`src/rtl/rf_writeback_queue.sv`:
```
// rf_writeback_queue: in-order write-back FIFO feeding the integer register file.
// Accepts retiring results over valid/ready, resolves jal (pc+4) at enqueue,
// drains one write per cycle and answers two pending-write queries with
// youngest-entry forwarding.
//
// Ports:
//   clk, rst_n                  clock, async active-low reset
//   in_valid/in_ready           result handshake from execute
//   in_addr/in_data             destination index and result data
//   in_jal/in_pc                write in_pc+4 instead of in_data when in_jal=1
//   drain_en                    0 holds the queue (write port busy)
//   rf_wen/rf_waddr/rf_wdata    register file write port (from head entry)
//   q_addr1/2 -> q_hit1/2, q_data1/2   pending-write queries
//   count                       occupied entries (0..DEPTH)
module rf_writeback_queue #(
  parameter int unsigned ADDR_WIDTH = 5,
  parameter int unsigned DATA_WIDTH = 32,
  parameter int unsigned DEPTH      = 4
) (
  input  logic                    clk,
  input  logic                    rst_n,
  input  logic                    in_valid,
  output logic                    in_ready,
  input  logic [ADDR_WIDTH-1:0]   in_addr,
  input  logic [DATA_WIDTH-1:0]   in_data,
  input  logic                    in_jal,
  input  logic [DATA_WIDTH-1:0]   in_pc,
  input  logic                    drain_en,
  output logic                    rf_wen,
  output logic [ADDR_WIDTH-1:0]   rf_waddr,
  output logic [DATA_WIDTH-1:0]   rf_wdata,
  input  logic [ADDR_WIDTH-1:0]   q_addr1,
  input  logic [ADDR_WIDTH-1:0]   q_addr2,
  output logic                    q_hit1,
  output logic                    q_hit2,
  output logic [DATA_WIDTH-1:0]   q_data1,
  output logic [DATA_WIDTH-1:0]   q_data2,
  output logic [$clog2(DEPTH):0]  count
);

  localparam int unsigned PTR_W = $clog2(DEPTH);
  localparam int unsigned CNT_W = PTR_W + 1;

  logic [ADDR_WIDTH-1:0] addr_q [DEPTH];
  logic [DATA_WIDTH-1:0] data_q [DEPTH];
  logic [PTR_W-1:0]      head_q;
  logic [PTR_W-1:0]      tail_q;
  logic [CNT_W-1:0]      count_q;

  logic                  not_empty;
  logic                  push;
  logic                  pop;
  logic [DATA_WIDTH-1:0] push_data;
  logic [PTR_W-1:0]      idx;

  // Handshake and drain controls
  assign not_empty = (count_q != '0);
  assign in_ready  = (count_q != CNT_W'(DEPTH));
  assign rf_wen    = not_empty & drain_en;
  assign rf_waddr  = not_empty ? addr_q[head_q] : '0;
  assign rf_wdata  = not_empty ? data_q[head_q] : '0;
  assign count     = count_q;

  // Writes to x0 complete the handshake but are never queued
  assign push      = in_valid & in_ready & (in_addr != '0);
  assign pop       = rf_wen;
  assign push_data = in_jal ? (in_pc + DATA_WIDTH'(4)) : in_data;

  // FIFO storage and pointers
  always_ff @(posedge clk or negedge rst_n) begin
    if (!rst_n) begin
      for (int i = 0; i < int'(DEPTH); i++) begin
        addr_q[i] <= '0;
        data_q[i] <= '0;
      end
      head_q  <= '0;
      tail_q  <= '0;
      count_q <= '0;
    end else begin
      if (push) begin
        addr_q[tail_q] <= in_addr;
        data_q[tail_q] <= push_data;
        tail_q         <= tail_q + PTR_W'(1);
      end
      if (pop) begin
        head_q <= head_q + PTR_W'(1);
      end
      count_q <= count_q + CNT_W'(push) - CNT_W'(pop);
    end
  end

  // Queries walk oldest to youngest so the youngest match is the one kept
  always_comb begin
    q_hit1  = 1'b0;
    q_hit2  = 1'b0;
    q_data1 = '0;
    q_data2 = '0;
    idx     = '0;
    for (int i = 0; i < int'(DEPTH); i++) begin
      idx = head_q + PTR_W'(i);
      if (CNT_W'(i) < count_q) begin
        if ((q_addr1 != '0) && (addr_q[idx] == q_addr1)) begin
          q_hit1  = 1'b1;
          q_data1 = data_q[idx];
        end
        if ((q_addr2 != '0) && (addr_q[idx] == q_addr2)) begin
          q_hit2  = 1'b1;
          q_data2 = data_q[idx];
        end
      end
    end
  end

endmodule
```
`config.mk`:
```
export PLATFORM = sky130hd
export DESIGN_NAME = rf_writeback_queue
export DESIGN_NICKNAME = d
export VERILOG_FILES = /design/src/rtl/rf_writeback_queue.sv
export SDC_FILE = /design/constraint.sdc
export NUM_CORES = 1
export LEC_CHECK = 0
export CELL_PAD_IN_SITES_DETAIL_PLACEMENT = 0
export CELL_PAD_IN_SITES_GLOBAL_PLACEMENT = 2
export CORE_UTILIZATION = 33
export CTS_CLUSTER_SIZE = 30
export DETAILED_ROUTE_END_ITERATION = 8
export GPL_TIMING_DRIVEN = 0
export HOLD_SLACK_MARGIN = 0.08
export PLACE_DENSITY_LB_ADDON = 0.1
export SLEW_MARGIN = 20
export SYNTH_ARGS = -nofsm -noshare
export SYNTH_HDL_FRONTEND = slang
export SYNTH_SLANG_ARGS = --single-unit
```
`constraint.sdc`:
```
create_clock -name clk -period 6.5 [get_ports clk]
set_clock_uncertainty 0.2 [all_clocks]
set_input_delay 1.95 -clock clk [delete_from_list [all_inputs] [get_ports clk]]
set_output_delay 1.95 -clock clk [all_outputs]
set_load 0.02 [all_outputs]
```
## Word level (Yosys, flattened, before mapping)

Cells that the tools add are included.

| cells by class | value |
|---|---|
| reduce and logical (&&, ||, !) cells | 13 |
| $add $sub $neg | 7 |
| mux-type cells | 65 |
| bitwise operators | 8 |
| equal/unequal tests | 9 |
| $lt $le $gt $ge | 10 |

Operators with widths:

| operator | number |
|---|---|
| $mux 32 | 27 |
| $bmux 32 s2 | 4 |
| $bwmux 128 | 1 |
| $demux 32 s2 | 1 |
| $mux 5 | 10 |
| $bmux 5 s2 | 4 |
| $eq 5x5->1 | 8 |
| $add 32x3->32 const B | 1 |
| $bwmux 20 | 1 |
| $mux 1 | 16 |
| $ge 3x3->1 const B | 5 |
| $not 2->3 | 5 |
| $reduce_bool 5->1 | 3 |
| $demux 5 s2 | 1 |
| $logic_and 1x1->1 | 9 |
| $lt 1x3->1 const A | 2 |
| $lt 2x3->1 const A | 2 |
| $add 2x1->2 const B | 2 |
| $add 2x2->2 const B | 2 |
| $add 3x1->3 | 1 |
| $and 1x1->1 | 3 |
| $lt 3x1->1 const B | 1 |
| $ne 3x3->1 const B | 1 |
| $reduce_bool 3->1 | 1 |
| $sub 3x1->3 | 1 |

| word-level totals | value |
|---|---|
| output and inout bits | 108 |
| register bits after elaboration | 155 |
| input port bits | 84 |
| word-level logic and storage cells | 123 |

## Depth between registers and ports, before layout

Gate-level depths: netlist of the first run.

| depth | value |
|---|---|
| word-level depth | 14 |
| mapped depth | 12 |
| mapped depth without buffers | 10 |

## Worst setup path after synthesis of the first run

No wires, ideal clock.

| path | value |
|---|---|
| path kind | input port to output port |
| start | input port q_addr2[0] |
| end | output port q_data2[31] |
| data arrival time | 3.960 ns |
| stages on the path | 8 |
| slack | 0.390 ns |
| cell sequence | clkbuf_1 > nor3_1 > nor3b_1 > a2111o_1 > clkbuf_1 > or2_1 > o41a_1 > a21oi_1 |

| between the ends | value |
|---|---|
| longest elaborated chain between the ends | 10 |
| elaborated cells between the ends (all ways) | 17 |

Ends and longest elaborated chain:

| what | line | source |
|---|---|---|
| start, declared | 33 | `input logic [ADDR_WIDTH-1:0] q_addr2,` |
| $eq 5x5->1 / $reduce_bool 5->1 (equally long branches) | 106 | `if ((q_addr2 != '0) && (addr_q[idx] == q_addr2)) begin` |
| $logic_and 1x1->1 | 106 |  |
| $mux 32 | 106 |  |
| $mux 32 | 101 | `if (CNT_W'(i) < count_q) begin` |
| $mux 32 | 106 |  |
| $mux 32 | 101 |  |
| $mux 32 | 106 |  |
| $mux 32 | 101 |  |
| $mux 32 | 106 |  |
| $mux 32 (*) | 101 |  |
| end, declared | 37 | `output logic [DATA_WIDTH-1:0] q_data2,` |

Mark *: on every way between the ends. The rest lies on a longest branch, timed or not.

## Worst setup path after layout of the first run

| path | value |
|---|---|
| start | input port q_addr2[3] |
| end | output port q_data2[11] |

The elaborated chain is that of the path after synthesis.

==> impl_metrics.ini, run 1 <==
[run_status]
outcome = finished clean

[power_and_ir_drop]
powerDensity_nw_per_um2 = 630
total_power_mw = 10.5
peakVddDrop_mv = 0.271
p_leak_nw = 7.31

[job]
max_cap_violations = 0

[timing]
grt_setup_unrepaired = yes
fin_ws_ns = 0.0387
relSlewSlack = 0.301
max_freq_ghz = 0.155
setup_viol = 0
worst_pin_slew_ns = 1.05
holdWs_ns = 0.298
finalHoldViolations = 0
fin_crit_sh = 0.994
tns_ns = 0
slew_viol_final = 0
period_needed_ns = 6.46

[detailed_routing]
drc_errors = 0
via_count = 13700
routed_wl_mm = 58.9
drt_iter0_drc = 919
first_pass_iters = 6
antenna_left = 0
wire_per_inst_um = 24.7
vias_per_cell = 5.75

[min_path]
hold_path_class = reg2reg
hold_start = data_q[25]

[yosys]
synth_top_area_cell = dfrtp_1
synth_top_area_share = 0.296
avgSynthCellArea_um2 = 7.99
yosys-top-cells-count = nand2_1, o21ai_0, dfrtp_1, mux2i_1, nor2_1
yosysMostFrequentCell = nand2_1
synthCells = 1642
synth_edf_count = 0
synth_area_um2 = 13100
synthesis.nets = 1736
synthArstFlopShare = 1.00
ys_types = 53
synth_top_flop_cell = dfrtp_1
ys_top_cells_by_area = dfrtp_1, o21ai_0, mux2i_1, mux2_2, nand2_1
yosysWarningCount = 0
ys_seq_elements = 155
synth_seq_area_share = 0.296

[worst_setup_path]
startpoint = q_addr2[3]
worst_setup_path_start_kind = primary input
cpLargestDelayFamily = compound AO/OA/AOI/OAI gates
r2r_setup_slack_ns = 3.26
cp.arrival_ns = 4.31
required_ns = 4.35
worstReg2RegStart = head_q[0]
timing_worst_setup_path_type = in2out
max_stage_delay_ns = 0.55
cp_slowest_cell = a2111o_1
path_buf_inv = 4
cpMostUsedCell = buf_6
endpoint_kind = output port
path_cells = buf_4, xnor2_1, a2111o_1, buf_6, clkbuf_8, or4_4, o311ai_4, a22o_1, buf_6
path_max_fanout = 10

[clock_tree]
path_clk_slew_ns = 0.08
root_buffer = clkbuf_16
cts_buffers = 17
h-tree-depth = 4
cts_tree = done
cts_num_sinks = 155
clk_latency_ns = 0.47
clock_path_buffers = 2

[layout]
final_util = 0.430
multi_input_area_um2 = 8820
final_cells = 2383
nets = 1944
drive_above_1_share = 0.173
area_growth_pct = 27.6
fillerInstances = 4086
seqCellArea_um2 = 3880
design_area_um2 = 16700

[placement]
port_buffers = 181
placedCellCount = 2342
place_ws_ns = -1.10
dp_hpwl_mm = 42.7
place_area_um2 = 15600
place_congestion = 0.892

[global_route]
antenna_found_initial = 0
grt_usage = 0.289
grt_pass1_wl_mm = 87.4
grt_pass1_vias = 13600
grt_max_degree = 95
grt_overflow = 0

[die]
rows = 72
dieHeight_um = 201
die_x_um = 201
start_util = 0.337
dieArea_um2 = 40600
ios = 192
coreArea_um2 = 38900
==> metal layers <==
| metal | GRT usage | wire length, um | vias to the layer above |
|---|---|---|---|
| met3 | 0.0512 | 3870 | 74 |
| met1 | 0.386 | 25800 | 6768 |
| met5 | 0 | 0 | - |
| li1 | - | - | 6316 |
| met2 | 0.470 | 27800 | 544 |
| met4 | 0.0906 | 1380 | 0 |
==> cell usage in the layout (no fill, tap or decap), types with 32 or more instances in the layout <==
| cell | n |
|---|---|
| clkbuf_2 | 32 |
| nor2_1 | 101 |
| dfrtp_1 | 155 |
| and3_1 | 36 |
| a21oi_1 | 65 |
| mux2_2 | 85 |
| clkbuf_1 | 60 |
| buf_2 | 40 |
| nor3_1 | 41 |
| clkdlybuf4s50_1 | 115 |
| nand2_1 | 247 |
| mux2i_1 | 103 |
| xor2_1 | 40 |
| o21ai_0 | 232 |
| inv_1 | 47 |
==> sequential cells by signal (all words and copies together), names as in the netlist <==
register / flops
head_q: 2
count: 3
tail_q: 2
data_q: 128
addr_q: 20
==> cell type report <==
class	count	area share
Buffer	158	0.0474
Clock inverter	15	0.0110
Antenna cell	2	0.000299
Inverter	47	0.0105
Timing Repair Buffer	192	0.108
Clock buffer	17	0.0254
Multi-Input combinational cell	1279	0.527
Sequential cell	155	0.232
Tap cell	518	0.0387
==> logic make-up after synthesis <==
| family | Yosys count | synth area share |
|---|---|---|
| AOI/OAI and AO/OA | 442 | 0.200 |
| xor gates and xnor gates | 69 | 0.0461 |
| adders and majority gates | 10 | 0.0101 |
| buffers and inverters | 208 | 0.0672 |
| DFF | 155 | 0.296 |
| muxes | 204 | 0.179 |
| and+or+nand+nor | 554 | 0.202 |
==> report_power, final <==
part           internal, mW  total, mW  switching (mW)
registers              1.43       1.81           0.381
logic                  2.88       7.65            4.76
clock network         0.581       1.08           0.502
total                  4.89       10.5            5.65
==> worst min-delay path, stage by stage (launching register included) <==
cell and delay (ns):
dfrtp_1 0.36, nand2_1 0.05, o21ai_0 0.06
==> path summary, 6_finish.rpt <==
check                               to  cells past startpoint
max in group asynchronous   data_q[78]                      2
setup reg to reg             head_q[1]                      8
hold / removal              data_q[25]                      2
setup / recovery           q_data2[11]                      9
min in group asynchronous   addr_q[17]                      1
hold reg to reg             data_q[25]                      2
==> what timing repair did <==
action / in CTS / in global routing
resized for setup: 238 / 63
setup buffers: 10 / 0
hold buffers: 0 / 0
endpoints found under the setup margin: 66 / 56
pin swaps: 23 / 14
(Power assumes the default switching activity.)
==> run 2, diff against run 1 <==
--- a/config.mk
+++ b/config.mk
@@ -5,6 +5,7 @@
 export SDC_FILE = /design/constraint.sdc
 export NUM_CORES = 1
 export LEC_CHECK = 0
+export CAP_MARGIN = 20
 export CELL_PAD_IN_SITES_DETAIL_PLACEMENT = 0
 export CELL_PAD_IN_SITES_GLOBAL_PLACEMENT = 2
 export CORE_UTILIZATION = 33
==> results of run 2 <==
The final DEF is identical to that of run 1; final timing and power are the same.
